**src/rtl/rv32i_types.sv**
```systemverilog
// Shared RV32I core types: load funct3 encodings and the writeback entry record.
package rv32i_types;

  localparam logic [2:0] F3_LB  = 3'b000;
  localparam logic [2:0] F3_LH  = 3'b001;
  localparam logic [2:0] F3_LW  = 3'b010;
  localparam logic [2:0] F3_LBU = 3'b100;
  localparam logic [2:0] F3_LHU = 3'b101;

  localparam int XLEN_DEF   = 32;
  localparam int PREG_W_DEF = 6;
  localparam int ROB_W_DEF  = 5;

  // Default-width writeback record; wb_arbiter rebuilds it from its own parameters.
  typedef struct packed {
    logic                  we;
    logic [PREG_W_DEF-1:0] tag;
    logic [ROB_W_DEF-1:0]  rob;
    logic [XLEN_DEF-1:0]   data;
  } wb_entry_t;

  function automatic int wrap_inc(input int cur, input int n);
    return (cur + 1 >= n) ? 0 : cur + 1;
  endfunction

endpackage

```
**src/rtl/wb_fifo.sv**
```systemverilog
// Per-channel result FIFO: power-of-2 depth, generic entry type, sync clear.
module wb_fifo #(
  parameter int  DEPTH = 4,
  parameter type T     = logic [7:0]
) (
  input  logic                   clk,
  input  logic                   rst_n,
  input  logic                   clr,
  input  logic                   push,
  input  logic                   pop,
  input  T                       din,
  output T                       dout,
  output logic                   full,
  output logic                   empty,
  output logic [$clog2(DEPTH):0] count
);

  localparam int AW = $clog2(DEPTH);
  localparam logic [AW:0] FULL_CNT = (AW+1)'(DEPTH);

  T              mem_q [DEPTH];
  logic [AW-1:0] wr_ptr_q, wr_ptr_d, rd_ptr_q, rd_ptr_d;
  logic [AW:0]   count_q, count_d;
  logic          do_push, do_pop;

  assign full  = (count_q == FULL_CNT);
  assign empty = (count_q == '0);
  assign count = count_q;
  assign dout  = mem_q[rd_ptr_q];

  always_comb begin
    do_push  = push && !full;
    do_pop   = pop && !empty;
    wr_ptr_d = wr_ptr_q;
    rd_ptr_d = rd_ptr_q;
    count_d  = count_q;
    if (clr) begin
      wr_ptr_d = '0;
      rd_ptr_d = '0;
      count_d  = '0;
    end else begin
      // Pointers are AW bits wide, so +1 wraps at DEPTH on its own.
      if (do_push) wr_ptr_d = wr_ptr_q + 1'b1;
      if (do_pop)  rd_ptr_d = rd_ptr_q + 1'b1;
      count_d = count_q + {{AW{1'b0}}, do_push} - {{AW{1'b0}}, do_pop};
    end
  end

  always_ff @(posedge clk or negedge rst_n) begin
    if (!rst_n) begin
      wr_ptr_q <= '0;
      rd_ptr_q <= '0;
      count_q  <= '0;
    end else begin
      wr_ptr_q <= wr_ptr_d;
      rd_ptr_q <= rd_ptr_d;
      count_q  <= count_d;
    end
  end

  always_ff @(posedge clk) begin
    if (do_push && !clr) mem_q[wr_ptr_q] <= din;
  end

endmodule

```
**src/rtl/wb_arbiter.sv**
```systemverilog
// Writeback stage: per-channel FIFOs, round-robin grant onto NUM_WP ports, load align.
// Optional WB_STALL_CNT_EN adds per-channel saturating stall counters.
module wb_arbiter
  import rv32i_types::*;
#(
  parameter int NUM_CH     = 4,
  parameter int NUM_WP     = 2,
  parameter int FIFO_DEPTH = 4,
  parameter int XLEN       = 32,
  parameter int PREG_W     = 6,
  parameter int ROB_W      = 5,
  parameter int LOAD_CH    = 0
) (
  input  logic                           clk,
  input  logic                           rst_n,
  input  logic                           flush,
  input  logic [NUM_CH-1:0]              ch_valid,
  output logic [NUM_CH-1:0]              ch_ready,
  input  logic [NUM_CH-1:0]              ch_we,
  input  logic [NUM_CH-1:0][PREG_W-1:0]  ch_tag,
  input  logic [NUM_CH-1:0][ROB_W-1:0]   ch_rob,
  input  logic [NUM_CH-1:0][XLEN-1:0]    ch_data,
  input  logic [2:0]                     ld_funct3,
  input  logic [1:0]                     ld_addr_lo,
  output logic [NUM_WP-1:0]              wp_valid,
  output logic [NUM_WP-1:0]              wp_we,
  output logic [NUM_WP-1:0][PREG_W-1:0]  wp_tag,
  output logic [NUM_WP-1:0][ROB_W-1:0]   wp_rob,
  output logic [NUM_WP-1:0][XLEN-1:0]    wp_data,
  output logic [63:0]                    commit_cnt
`ifdef WB_STALL_CNT_EN
  ,
  output logic [NUM_CH-1:0][15:0]        stall_cnt
`endif
);

  localparam int CW = $clog2(FIFO_DEPTH) + 1;
  localparam int PW = (NUM_CH > 1) ? $clog2(NUM_CH) : 1;
  localparam logic [CW-1:0] FULL_CNT = CW'(FIFO_DEPTH);

  typedef struct packed {
    logic              we;
    logic [PREG_W-1:0] tag;
    logic [ROB_W-1:0]  rob;
    logic [XLEN-1:0]   data;
  } entry_t;

  entry_t [NUM_CH-1:0]          enq, head;
  logic   [NUM_CH-1:0]          push, pop, full, empty, grant;
  logic   [NUM_CH-1:0][CW-1:0]  count;
  logic   [NUM_WP-1:0][PW-1:0]  port_sel;
  logic   [NUM_WP-1:0]          port_used;
  int                           n_gnt, last_ch;

  logic [PW-1:0]               rr_ptr_q, rr_ptr_d;
  logic [63:0]                 commit_cnt_q, commit_cnt_d;
  logic [NUM_WP-1:0]           wp_valid_q, wp_valid_d, wp_we_q, wp_we_d;
  logic [NUM_WP-1:0][PREG_W-1:0] wp_tag_q, wp_tag_d;
  logic [NUM_WP-1:0][ROB_W-1:0]  wp_rob_q, wp_rob_d;
  logic [NUM_WP-1:0][XLEN-1:0]   wp_data_q, wp_data_d;

  // Load alignment happens before the FIFO so heads are already final data.
  logic [XLEN-1:0] ld_word, ld_data;
  logic [7:0]      ld_byte;
  logic [15:0]     ld_half;

  always_comb begin
    ld_word = ch_data[LOAD_CH];
    ld_byte = ld_word[{ld_addr_lo, 3'b000} +: 8];
    ld_half = ld_addr_lo[1] ? ld_word[31:16] : ld_word[15:0];
    case (ld_funct3)
      F3_LB:   ld_data = {{(XLEN-8){ld_byte[7]}}, ld_byte};
      F3_LBU:  ld_data = {{(XLEN-8){1'b0}}, ld_byte};
      F3_LH:   ld_data = {{(XLEN-16){ld_half[15]}}, ld_half};
      F3_LHU:  ld_data = {{(XLEN-16){1'b0}}, ld_half};
      F3_LW:   ld_data = ld_word;
      default: ld_data = '0;
    endcase
  end

  for (genvar i = 0; i < NUM_CH; i++) begin : g_ch
    assign enq[i]      = {ch_we[i], ch_tag[i], ch_rob[i],
                          (i == LOAD_CH) ? ld_data : ch_data[i]};
    assign ch_ready[i] = rst_n && !flush && (count[i] != FULL_CNT);
    assign push[i]     = ch_valid[i] && ch_ready[i] && !full[i];

    wb_fifo #(.DEPTH(FIFO_DEPTH), .T(entry_t)) u_fifo (
      .clk   (clk),
      .rst_n (rst_n),
      .clr   (flush),
      .push  (push[i]),
      .pop   (pop[i]),
      .din   (enq[i]),
      .dout  (head[i]),
      .full  (full[i]),
      .empty (empty[i]),
      .count (count[i])
    );
  end

  // Scan from rr_ptr, handing ports out in scan order until they run out.
  always_comb begin
    int idx;
    grant     = '0;
    port_sel  = '0;
    port_used = '0;
    n_gnt     = 0;
    last_ch   = int'(rr_ptr_q);
    idx       = 0;
    for (int k = 0; k < NUM_CH; k++) begin
      idx = int'(rr_ptr_q) + k;
      if (idx >= NUM_CH) idx = idx - NUM_CH;
      if (!empty[idx] && n_gnt < NUM_WP) begin
        grant[idx]       = 1'b1;
        port_sel[n_gnt]  = PW'(idx);
        port_used[n_gnt] = 1'b1;
        last_ch          = idx;
        n_gnt            = n_gnt + 1;
      end
    end
  end

  always_comb begin
    pop          = '0;
    wp_valid_d   = '0;
    wp_we_d      = '0;
    wp_tag_d     = wp_tag_q;
    wp_rob_d     = wp_rob_q;
    wp_data_d    = wp_data_q;
    rr_ptr_d     = rr_ptr_q;
    commit_cnt_d = commit_cnt_q;
    if (!flush) begin
      pop = grant;
      for (int p = 0; p < NUM_WP; p++) begin
        if (port_used[p]) begin
          wp_valid_d[p] = 1'b1;
          wp_we_d[p]    = head[port_sel[p]].we;
          wp_tag_d[p]   = head[port_sel[p]].tag;
          wp_rob_d[p]   = head[port_sel[p]].rob;
          wp_data_d[p]  = head[port_sel[p]].we ? head[port_sel[p]].data : '0;
        end
      end
      if (|grant) rr_ptr_d = PW'(wrap_inc(last_ch, NUM_CH));
      commit_cnt_d = commit_cnt_q + 64'(n_gnt);
    end
  end

  always_ff @(posedge clk or negedge rst_n) begin
    if (!rst_n) begin
      rr_ptr_q     <= '0;
      commit_cnt_q <= '0;
      wp_valid_q   <= '0;
      wp_we_q      <= '0;
      wp_tag_q     <= '0;
      wp_rob_q     <= '0;
      wp_data_q    <= '0;
    end else begin
      rr_ptr_q     <= rr_ptr_d;
      commit_cnt_q <= commit_cnt_d;
      wp_valid_q   <= wp_valid_d;
      wp_we_q      <= wp_we_d;
      wp_tag_q     <= wp_tag_d;
      wp_rob_q     <= wp_rob_d;
      wp_data_q    <= wp_data_d;
    end
  end

  assign wp_valid   = wp_valid_q;
  assign wp_we      = wp_we_q;
  assign wp_tag     = wp_tag_q;
  assign wp_rob     = wp_rob_q;
  assign wp_data    = wp_data_q;
  assign commit_cnt = commit_cnt_q;

`ifdef WB_STALL_CNT_EN
  logic [NUM_CH-1:0][15:0] stall_cnt_q, stall_cnt_d;

  // Survives flush on purpose: it measures arbitration pressure across flushes.
  always_comb begin
    stall_cnt_d = stall_cnt_q;
    for (int i = 0; i < NUM_CH; i++) begin
      if (!empty[i] && !grant[i] && stall_cnt_q[i] != 16'hFFFF)
        stall_cnt_d[i] = stall_cnt_q[i] + 16'd1;
    end
  end

  always_ff @(posedge clk or negedge rst_n) begin
    if (!rst_n) stall_cnt_q <= '0;
    else        stall_cnt_q <= stall_cnt_d;
  end

  assign stall_cnt = stall_cnt_q;
`endif

endmodule

```
**config.mk**
```make
export PLATFORM = sky130hd
export DESIGN_NAME = wb_arbiter
export DESIGN_NICKNAME = d
export VERILOG_FILES = /design/src/rtl/rv32i_types.sv /design/src/rtl/wb_fifo.sv /design/src/rtl/wb_arbiter.sv
export SDC_FILE = /design/constraint.sdc
export NUM_CORES = 1
export LEC_CHECK = 0
export ABC_AREA = 1
export CAP_MARGIN = 20
export CORE_ASPECT_RATIO = 1.25
export CORE_UTILIZATION = 40
export CTS_CLUSTER_DIAMETER = 60
export DETAILED_ROUTE_END_ITERATION = 10
export PLACE_DENSITY = 0.65
export SYNTH_ARGS = -nofsm -noshare
export SYNTH_HDL_FRONTEND = slang
export SYNTH_SLANG_ARGS = --single-unit
export TNS_END_PERCENT = 30
```
**constraint.sdc**
```tcl
create_clock -name clk -period 5.15 [get_ports clk]
set_input_delay 0.7725 -clock clk [delete_from_list [all_inputs] [get_ports clk]]
set_output_delay 0.7725 -clock clk [all_outputs]
set_load 0.005 [all_outputs]
```
* After elaboration in Yosys (flattened, before gate mapping)
Memory sizes are Yosys's and may differ from the RTL's. Index checks and enable logic that the tools add are counted.
Operators by class: multiplexer cells 103, eq/ne operators 12, bitwise operators 7, shift-type cells 1, add/sub/neg operators 28, magnitude comparators 24, reduce and logical (&&, ||, !) cells 64
Operators with widths (number):
- $mux 32 | 13
- $ge 32x1->1 const B | 7
- $lt 32x3->1 const B | 6
- $bmux 44 s2 | 2
- $pmux 32 s5 | 1
- $add 32x2->32 const B | 4
- $lt 32x4->1 const B | 4
- $mux 44 | 2
- $add 64x64->64 | 1
- $mux 2 | 26
- $logic_and 1x1->1 | 35
- $ge 32x4->1 const B | 1
- $mux 4 | 8
- $shiftx 32x6->8 | 1
- $mux 1 | 29
- $eq 3x3->1 const B | 6
- $add 2x1->2 const B | 8
- $mux 16 | 1
- $reduce_bool 2->1 | 8
- $logic_not 3->1 | 5
- $add 3x1->3 | 4
- $bwmux 4 | 3
- $logic_not 1->1 | 12
- $mux 3 | 4
- other kinds (21) | 48
Storage, ports and cells: flip-flop bits (word level) 184, memories kept 4, input port bits 188, bits in writable memories 704
Memories:
- g_ch[0].u_fifo.mem_q | depth 4, width 44, rd ports 1, clocked after Yosys merged registers in 0, write ports 1, RTL line wb_fifo.sv:21 | T mem_q [DEPTH];
- g_ch[1].u_fifo.mem_q | depth 4, width 44, rd ports 1, clocked after Yosys merged registers in 0, write ports 1, RTL line wb_fifo.sv:21
- g_ch[2].u_fifo.mem_q | depth 4, width 44, rd ports 1, clocked after Yosys merged registers in 0, write ports 1, RTL line wb_fifo.sv:21
- g_ch[3].u_fifo.mem_q | depth 4, width 44, rd ports 1, clocked after Yosys merged registers in 0, write ports 1, RTL line wb_fifo.sv:21

* Depth between registers and ports, before layout
Gate-level depths: netlist (run 1).
depth after elaboration 22, mapped depth 30

* Hierarchy
A second synthesis (run 1) with hierarchy kept.
Unflattened totals: cells, all modules 3987, area, all modules 40562.7 sq um
Modules (own cells, without submodules):
- wb_fifo at g_ch[1].u_fifo ... | area each 6966.7 sq um, times used 3, cells an instance 489, sequential area each 5460.2 sq um
- wb_arbiter | area each 12698.4 sq um, times used 1, cells an instance 2032, sequential area each 3903.7 sq um
- wb_fifo at g_ch[0].u_fifo | area each 6964.2 sq um, times used 1, cells an instance 488, sequential area each 5460.2 sq um

* Worst setup path after synthesis (run 1)
Ideal clock, no wire load.
path kind reg2reg, start point reg rr_ptr_q[1], end point reg commit_cnt_q[52], in the netlist commit_cnt[52], required time 5025 ps, data arrival time 4153 ps, path slack 871 ps, period minus slack after synthesis 4279 ps, cell stages (with the launch flop) 28, cells stage by stage dfrtp_1 -> inv_1 -> ha_1 -> inv_1 -> nand3_1 -> nand2_4 -> inv_2 -> ha_1 -> nand3_1 -> nand2_2 -> nand2_2 -> nand2_1 -> ha_1 -> fa_1 -> nand3_1 -> nand2_1 -> nand3_1 -> inv_1 -> nand2_1 -> nor2_2 -> nand2_1 -> nor2_1 -> nand2_1 -> nor2_1 -> nand2_1 -> nor2_1 -> nand2_1 -> xnor2_1
On the way: word-level cells in the longest chain between the ends 16, elaborated cells on any way between the ends 44
RTL lines:
- start: declaration | RTL line wb_arbiter.sv:55 | logic [PW-1:0] rr_ptr_q, rr_ptr_d;
- start signal: assignment | RTL line wb_arbiter.sv:158 | rr_ptr_q <= rr_ptr_d;
- $sub 2x3->4 (tied with other cells) | RTL line wb_arbiter.sv:112 | if (idx >= NUM_CH) idx = idx - NUM_CH;
- $mux 32 (tied with other cells) | RTL line wb_arbiter.sv:112
- $bmux 1 s2 / $mux 32 (equally long branches) | RTL line wb_arbiter.sv:113, wb_arbiter.sv:112
- $mux 1 (implied by the code) / $bmux 1 s2 (equally long branches) | RTL line wb_arbiter.sv:113 | if (!empty[idx] && n_gnt < NUM_WP) begin
- $mux 1 (implied by the code) | RTL line wb_arbiter.sv:113
- $mux 1 | RTL line wb_arbiter.sv:113
- $lt 32x3->1 / $logic_not 1->1 (equally long branches) | RTL line wb_arbiter.sv:113
- $logic_and 1x1->1 | RTL line wb_arbiter.sv:113
- $mux 32 | RTL line wb_arbiter.sv:113
- $lt 32x3->1 | RTL line wb_arbiter.sv:113
- $logic_and 1x1->1 | RTL line wb_arbiter.sv:113
- $mux 32 | RTL line wb_arbiter.sv:113
- $lt 32x3->1 | RTL line wb_arbiter.sv:113
- $logic_and 1x1->1 | RTL line wb_arbiter.sv:113
- $mux 32 * | RTL line wb_arbiter.sv:113
- $add 64x64->64 * | RTL line wb_arbiter.sv:144 | commit_cnt_d = commit_cnt_q + 64'(n_gnt);
- end signal: assignment | RTL line wb_arbiter.sv:159 | commit_cnt_q <= commit_cnt_d;
- end: declaration | RTL line wb_arbiter.sv:56 | logic [63:0] commit_cnt_q, commit_cnt_d;
Mark *: on every way between the ends. The rest lies on a longest branch, timed or not. The select of a mux whose other input is x is not followed. A chain may end at the register's enable or synchronous reset.

* Worst setup path after layout (run 1)
start point reg rr_ptr_q[0], end point reg commit_cnt_q[52], in the netlist commit_cnt[52]
Same word-level chain as after synthesis.

==> impl_metrics.env, run 1 <==
export IMPL_required_ns=5.69
export IMPL_critPathSlowestCell="dfrtp_1"
export IMPL_die_height_um=354
export IMPL_antenna_found_initial=27
export IMPL_worstSetupPathType="register to register"
export IMPL_p_leak_nw=18.7
export IMPL_start_kind="register"
export IMPL_route_detailed_drc=0
export IMPL_die_w_um=284
export IMPL_slew_headroom=0.326
export IMPL_path_max_fanout=12
export IMPL_initial_utilization=0.406
export IMPL_io_buffer_count=345
export IMPL_skew_ns=0.0329
export IMPL_synth_ff_type="edfxtp_1"
export IMPL_setup_tns_ns=0
export IMPL_drv_slew=0
export IMPL_hold_buffers=0
export IMPL_status="completed"
export IMPL_syn_area_mm2=0.0398
export IMPL_critPathMaxStageDelay_ns=0.41
export IMPL_fmax_mhz=218
export IMPL_netlist_area_leader_share=0.532
export IMPL_synth_largest_area_cell="edfxtp_1"
export IMPL_hold_viol_final=0
export IMPL_syn_inst=3695
export IMPL_via_count=29500
export IMPL_final_core_util=0.483
export IMPL_cts_sinks=888
export IMPL_wl_per_cell_um=22.6
export IMPL_synth_most_common_cell="nand2_1"
export IMPL_grt_pass1_wl_um=178000
export IMPL_clock_latency_ns=0.67
export IMPL_endpoint_kind="register"
export IMPL_hold_ws_ns=0.0658
export IMPL_nets=4216
export IMPL_grt_overflow=0
export IMPL_dp_hpwl_um=84700
export IMPL_tightest_slew_ns=1.01
export IMPL_die_area_mm2=0.101
export IMPL_drt_pre_antenna_iters=6
export IMPL_synth_async_reset_ratio=0.207
export IMPL_coreArea_mm2=0.0980
export IMPL_timing_final_crit_share=0.889
export IMPL_gp_congestion=0.935
export IMPL_cts_made_buffers=87
export IMPL_cts_resized=0
export IMPL_ys_seq_area_frac=0.648
export IMPL_yosys_warnings=0
export IMPL_rsz0062_at_grt="no"
export IMPL_period_minus_slack_ns=4.58
export IMPL_cts_buffer_depth=3
export IMPL_synthTopCellsByCount="nand2_1, edfxtp_1, nand3_1"
export IMPL_rows=128
export IMPL_min_path_type="primary input to asynchronous set/reset pin"
export IMPL_path_clk_slew_ns=0.06
export IMPL_post_cts_buffers=0
export IMPL_setup_viol=0
export IMPL_cts_max_level=3
export IMPL_via_per_inst=5.51
export IMPL_n_fill_cell=8720
export IMPL_grt_pass1_vias=28200
export IMPL_drive_gt1_frac=0.0645
export IMPL_first_iter_violations=2675
export IMPL_synth_edf_count=704
export IMPL_cts_tree="built"
export IMPL_r2r_setup_slack_ns=0.57
export IMPL_peakVddDrop_mv=1.14
export IMPL_path_buf_inv=4
export IMPL_crit_path_frequent_cell="nand2_1"
export IMPL_ioPinCount=346
export IMPL_yosys_register_bits=888
export IMPL_synth_distinct_cells=47
export IMPL_synth_area_leaders="edfxtp_1, dfrtp_1, nand2_1"
export IMPL_drtAntennaViolNets=0
export IMPL_arrival_ns=5.12
export IMPL_p_per_area_mw_per_mm2=648
export IMPL_grt_usage=0.236
export IMPL_area_growth_pct=19.1
export IMPL_cp_top_family="simple AND/OR/NAND/NOR gates"
export IMPL_maxCapViolCount=0
export IMPL_wirelength_um=121000
export IMPL_grt_max_degree=136
export IMPL_clockRootBuffer="clkbuf_16"
export IMPL_syn_avg_cell_area_um2=10.8
## final timing paths
| kind | endpoint | cells after the start | from |
|---|---|---|---|
| max in group asynchronous | wp_data[23]$_DFFE_PN0P_ | 2 | rst_n |
| worst max register to register | commit_cnt[52]$_DFFE_PN0N_ | 27 | rr_ptr_q[0]$_DFFE_PN0P_ |
| worst min register to register | commit_cnt[63]$_DFFE_PN0N_ | 1 | commit_cnt[63]$_DFFE_PN0N_ |
| worst max-delay path | commit_cnt[52]$_DFFE_PN0N_ | 27 | rr_ptr_q[0]$_DFFE_PN0P_ |
| min in group clk | commit_cnt[63]$_DFFE_PN0N_ | 1 | commit_cnt[63]$_DFFE_PN0N_ |
| worst min-delay path | commit_cnt[12]$_DFFE_PN0N_ | 1 | rst_n |
## through the flow
step | cells | cell area [µm²] | setup slack, ns | power [mW]
after global placement | 5185 | 44500 | 0.613 | 24.2
after CTS | 5347 | 47300 | 0.568 | 30.5
after floorplan | 3696 | 39800 | 0.871 | 19.4
after detailed placement | 5186 | 44500 | 0.590 | 24.3
after global routing | 5358 | 47300 | 0.147 | 32.4
final | 5359 | 47300 | 0.569 | 30.7
## where the power goes
part | total [mW] | switching (mW) | internal (mW)
combinational | 15.8 | 11.1 | 4.68
sequential | 8.67 | 0.371 | 8.30
clock | 6.21 | 2.73 | 3.48
## layout by cell type, fill, tap and decap left out, types with 21 or more instances in the layout
master and n:
a21oi_1 196, a32o_1 176, buf_4 53, clkbuf_1 21, clkbuf_16 88, clkdlybuf4s50_1 344
dfrtp_1 180, edfxtp_1 704, ha_1 48, inv_1 159, nand2_1 1220, nand3_1 444
nand4_1 22, nor2_1 64, nor3_1 28, o21ai_0 42, xor2_1 47
## routing by layer
layer	track usage	routed length, µm	part of all wire
met5	0	99	0.00082
met4	0.143	7570	0.063
met3	0.0427	8990	0.074
met2	0.387	57600	0.48
met1	0.290	46600	0.39
## kinds of logic (layout without fill, tap and decap cells)
group	Yosys count	count (layout)	synth area share
XOR/XNOR	64	64	0.0141
AO/OA/AOI/OAI	447	447	0.0812
buffers and inverters	394	745	0.0429
AND/OR/NAND/NOR	1848	1848	0.197
other	1	14	0.0000943
adder cells (fa/ha/maj)	53	53	0.0176
flip-flops	888	888	0.648
## cell type report
class | count | area (µm²) | share of cell area
flip-flops and latches | 888 | 25700 | 0.544
multi-input cells | 2414 | 12400 | 0.263
repair buffers | 407 | 4040 | 0.0852
clock buffers | 119 | 2420 | 0.0511
well taps | 1300 | 1630 | 0.0344
inverters | 177 | 672 | 0.0142
clock inverters | 42 | 369 | 0.00780
diodes | 12 | 30.0 | 0.000634
## flip-flops by register name, indices dropped and copies added, names as in the netlist
| register | count |
|---|---|
| wp_data | 64 |
| commit_cnt | 64 |
| g_ch.u_fifo.wr_ptr_q | 8 |
| rr_ptr_q | 2 |
| wp_tag | 12 |
| g_ch.u_fifo.mem_q | 704 |
| wp_we | 2 |
| g_ch.u_fifo.count | 12 |
| wp_valid | 2 |
| wp_rob | 10 |
| g_ch.u_fifo.rd_ptr_q | 8 |
Note: power is estimated with default switching activity, not from simulation.
==> run 2, diff against run 1 <==
==> constraint.sdc (replaced) <==
create_clock -name clk -period 4.9 [get_ports clk]
set_input_delay 0.735 -clock clk [delete_from_list [all_inputs] [get_ports clk]]
set_output_delay 0.735 -clock clk [all_outputs]
set_load 0.005 [all_outputs]
==> run 2 against run 1 <==
Maximum frequency rose by 2.5%. Clock skew rose by 0.0048 ns. Clock power rose by 9.7%. Global-route usage rose by 0.21 points. Utilization rose by 0.074 points. Cell count barely moved. First-iteration DRC count rose by 6.1%. Clock-buffer cell count fell by 2. Via count rose by 0.12%. Critical path depth fell by 1. Register-to-register slack got worse by 0.14 ns. Die area did not move. Critical path type unchanged. Critical endpoint is now commit_cnt[49]$_DFFE_PN0N_.
==> impl_metrics.env, run 2 (same netlist as run 1, synthesis figures left out) <==
export IMPL_clockRootBuffer="clkbuf_16"
export IMPL_setup_viol=0
export IMPL_timing_final_crit_share=0.912
export IMPL_fmax_mhz=224
export IMPL_grt_overflow=0
export IMPL_p_leak_nw=18.7
export IMPL_critPathMaxStageDelay_ns=0.42
export IMPL_start_kind="register"
export IMPL_critPathSlowestCell="dfrtp_1"
export IMPL_die_area_mm2=0.101
export IMPL_grt_pass1_wl_um=179000
export IMPL_slew_headroom=0.257
export IMPL_final_common_cell="nand2_1"
export IMPL_antenna_found_initial=24
export IMPL_drtAntennaViolNets=0
export IMPL_die_height_um=354
export IMPL_fin_area_mm2=0.0474
export IMPL_setup_tns_ns=0
export IMPL_largest_reg_flops=704
export IMPL_hold_viol_final=0
export IMPL_pre_cts_slack_ns=0.359
export IMPL_first_iter_violations=2839
export IMPL_required_ns=5.47
export IMPL_status="completed"
export IMPL_top_register="g_ch.u_fifo.mem_q"
export IMPL_cts_max_level=3
export IMPL_io_buffer_count=345
export IMPL_cts_buffer_depth=3
export IMPL_cts_made_buffers=89
export IMPL_coreArea_mm2=0.0980
export IMPL_dp_hpwl_um=82800
export IMPL_cts_sinks=888
export IMPL_rows=128
export IMPL_path_max_fanout=12
export IMPL_n_fill_cell=8796
export IMPL_via_count=29600
export IMPL_path_buf_inv=4
export IMPL_post_cts_buffers=0
export IMPL_maxCapViolCount=0
export IMPL_via_per_inst=5.52
export IMPL_rsz0062_at_grt="no"
export IMPL_min_path_type="register to register"
export IMPL_die_w_um=284
export IMPL_p_per_area_mw_per_mm2=686
export IMPL_cp_top_family="simple AND/OR/NAND/NOR gates"
export IMPL_period_minus_slack_ns=4.47
export IMPL_placed_cell_area_mm2=0.0445
export IMPL_drive_gt1_frac=0.0642
export IMPL_endpoint_kind="register"
export IMPL_skew_ns=0.0376
export IMPL_worstSetupPathType="register to register"
export IMPL_grt_max_degree=90
export IMPL_nets=4217
export IMPL_arrival_ns=5.04
export IMPL_clock_latency_ns=0.67
export IMPL_gp_congestion=0.947
export IMPL_tightest_slew_ns=1.11
export IMPL_cts_tree="built"
export IMPL_route_detailed_drc=0
export IMPL_drv_slew=0
export IMPL_drt_pre_antenna_iters=6
export IMPL_finalWorstSetupSlack_ns=0.432
export IMPL_grt_usage=0.238
export IMPL_grt_pass1_vias=27700
export IMPL_initial_utilization=0.406
export IMPL_path_clk_slew_ns=0.06
export IMPL_peakVddDrop_mv=0.880
export IMPL_final_cell_mix="nand2_1, edfxtp_1, nand3_1"
export IMPL_area_growth_pct=19.2
export IMPL_ioPinCount=346
export IMPL_wl_per_cell_um=22.6
export IMPL_wirelength_um=121000
-- run 2: cell types whose count changed in the layout (fill, tap and decap cells not counted), moves of 2 or more --
cell       change
clkinv_1       +5
clkbuf_8       -7
bufinv_16      +4
clkinv_2       +2
clkinv_8       -3
clkbuf_16      +5
nor2_1         -3
buf_12         -3
diode_2        -5
clkinv_4       -2
nor2_2         +3
-- run 2: layer usage --
metal	track usage	routed length [µm]	share of wire	vias to the layer above
met4	0.116	5750	0.047	22
met3	0.0504	10400	0.086	237
met2	0.392	58000	0.48	1286
li1	-	-	-	13600
met1	0.298	46800	0.39	14500
met5	0	138	0.0011	-
-- run 2: area by class of cell --
class	count	area, µm²	area share
tap	1300	1630	0.0343
inverter	177	672	0.0142
antenna	7	17.5	0.000369
clock inverter	47	460	0.00971
clock buffer	117	2450	0.0516
timing repair buffer	406	3990	0.0842
multi-input combinational	2414	12400	0.262
sequential	888	25700	0.543
-- run 2: worst reg2reg max path: stages (launching register included) --
cell     delay (ns)
dfrtp_1        0.42
inv_6          0.09
ha_1           0.37
inv_1          0.15
nand3_1        0.16
nand2_4        0.15
inv_2          0.08
ha_1           0.36
nand3_1        0.13
nand2_2        0.14
inv_2          0.08
nand2_4        0.09
nand2_1        0.11
ha_1           0.29
nand3_1        0.08
a21oi_1        0.20
nor2_1         0.07
nor2_2         0.18
nand2_1        0.07
nor2_1         0.17
nand3_1        0.15
nor2_2         0.17
nand2_1        0.12
nor2_1         0.19
nand2_1        0.11
nor2_1         0.13
xor2_1         0.14
-- run 2: power by group --
part	total (mW)	switching (mW)	leakage, nW	internal (mW)
combinational	16.7	11.8	8.57	4.84
clock	6.81	2.90	1.43	3.91
sequential	9.08	0.350	8.75	8.73
total	32.5	15.1	18.7	17.5
-- run 2: worst paths after layout --
path / startpoint / to / slack (ns) / cells after the start
max: rr_ptr_q[0]$_DFFE_PN0P_ / commit_cnt[49]$_DFFE_PN0N_ / 0.43 / 26
min: commit_cnt[63]$_DFFE_PN0N_ / commit_cnt[63]$_DFFE_PN0N_ / 0.47 / 1
max in group asynchronous: rst_n / wp_data[61]$_DFFE_PN0P_ / 2.67 / 4
max reg2reg: rr_ptr_q[0]$_DFFE_PN0P_ / commit_cnt[49]$_DFFE_PN0N_ / 0.43 / 26
min in group asynchronous: rst_n / commit_cnt[8]$_DFFE_PN0N_ / 0.53 / 2
min reg2reg: commit_cnt[63]$_DFFE_PN0N_ / commit_cnt[63]$_DFFE_PN0N_ / 0.47 / 1
-- run 2: metrics by stage --
step	cells	hold slack, ns	total power [mW]	utilization
3_3_place_gp	5184	0.462	25.4	0.454
6_report	5356	0.474	32.5	0.484
5_1_grt	5354	0.489	34.4	0.484
3_5_place_dp	5184	0.465	25.5	0.454
2_1_floorplan	3696	0.439	20.3	-
4_1_cts	5349	0.479	32.3	0.483
-- run 2: timing repair --
action                                  CTS  global route
gates resized for setup                   0             3
hold buffers                              1             0
endpoints found under the setup margin    0             3
hold endpoints to repair                 22             0
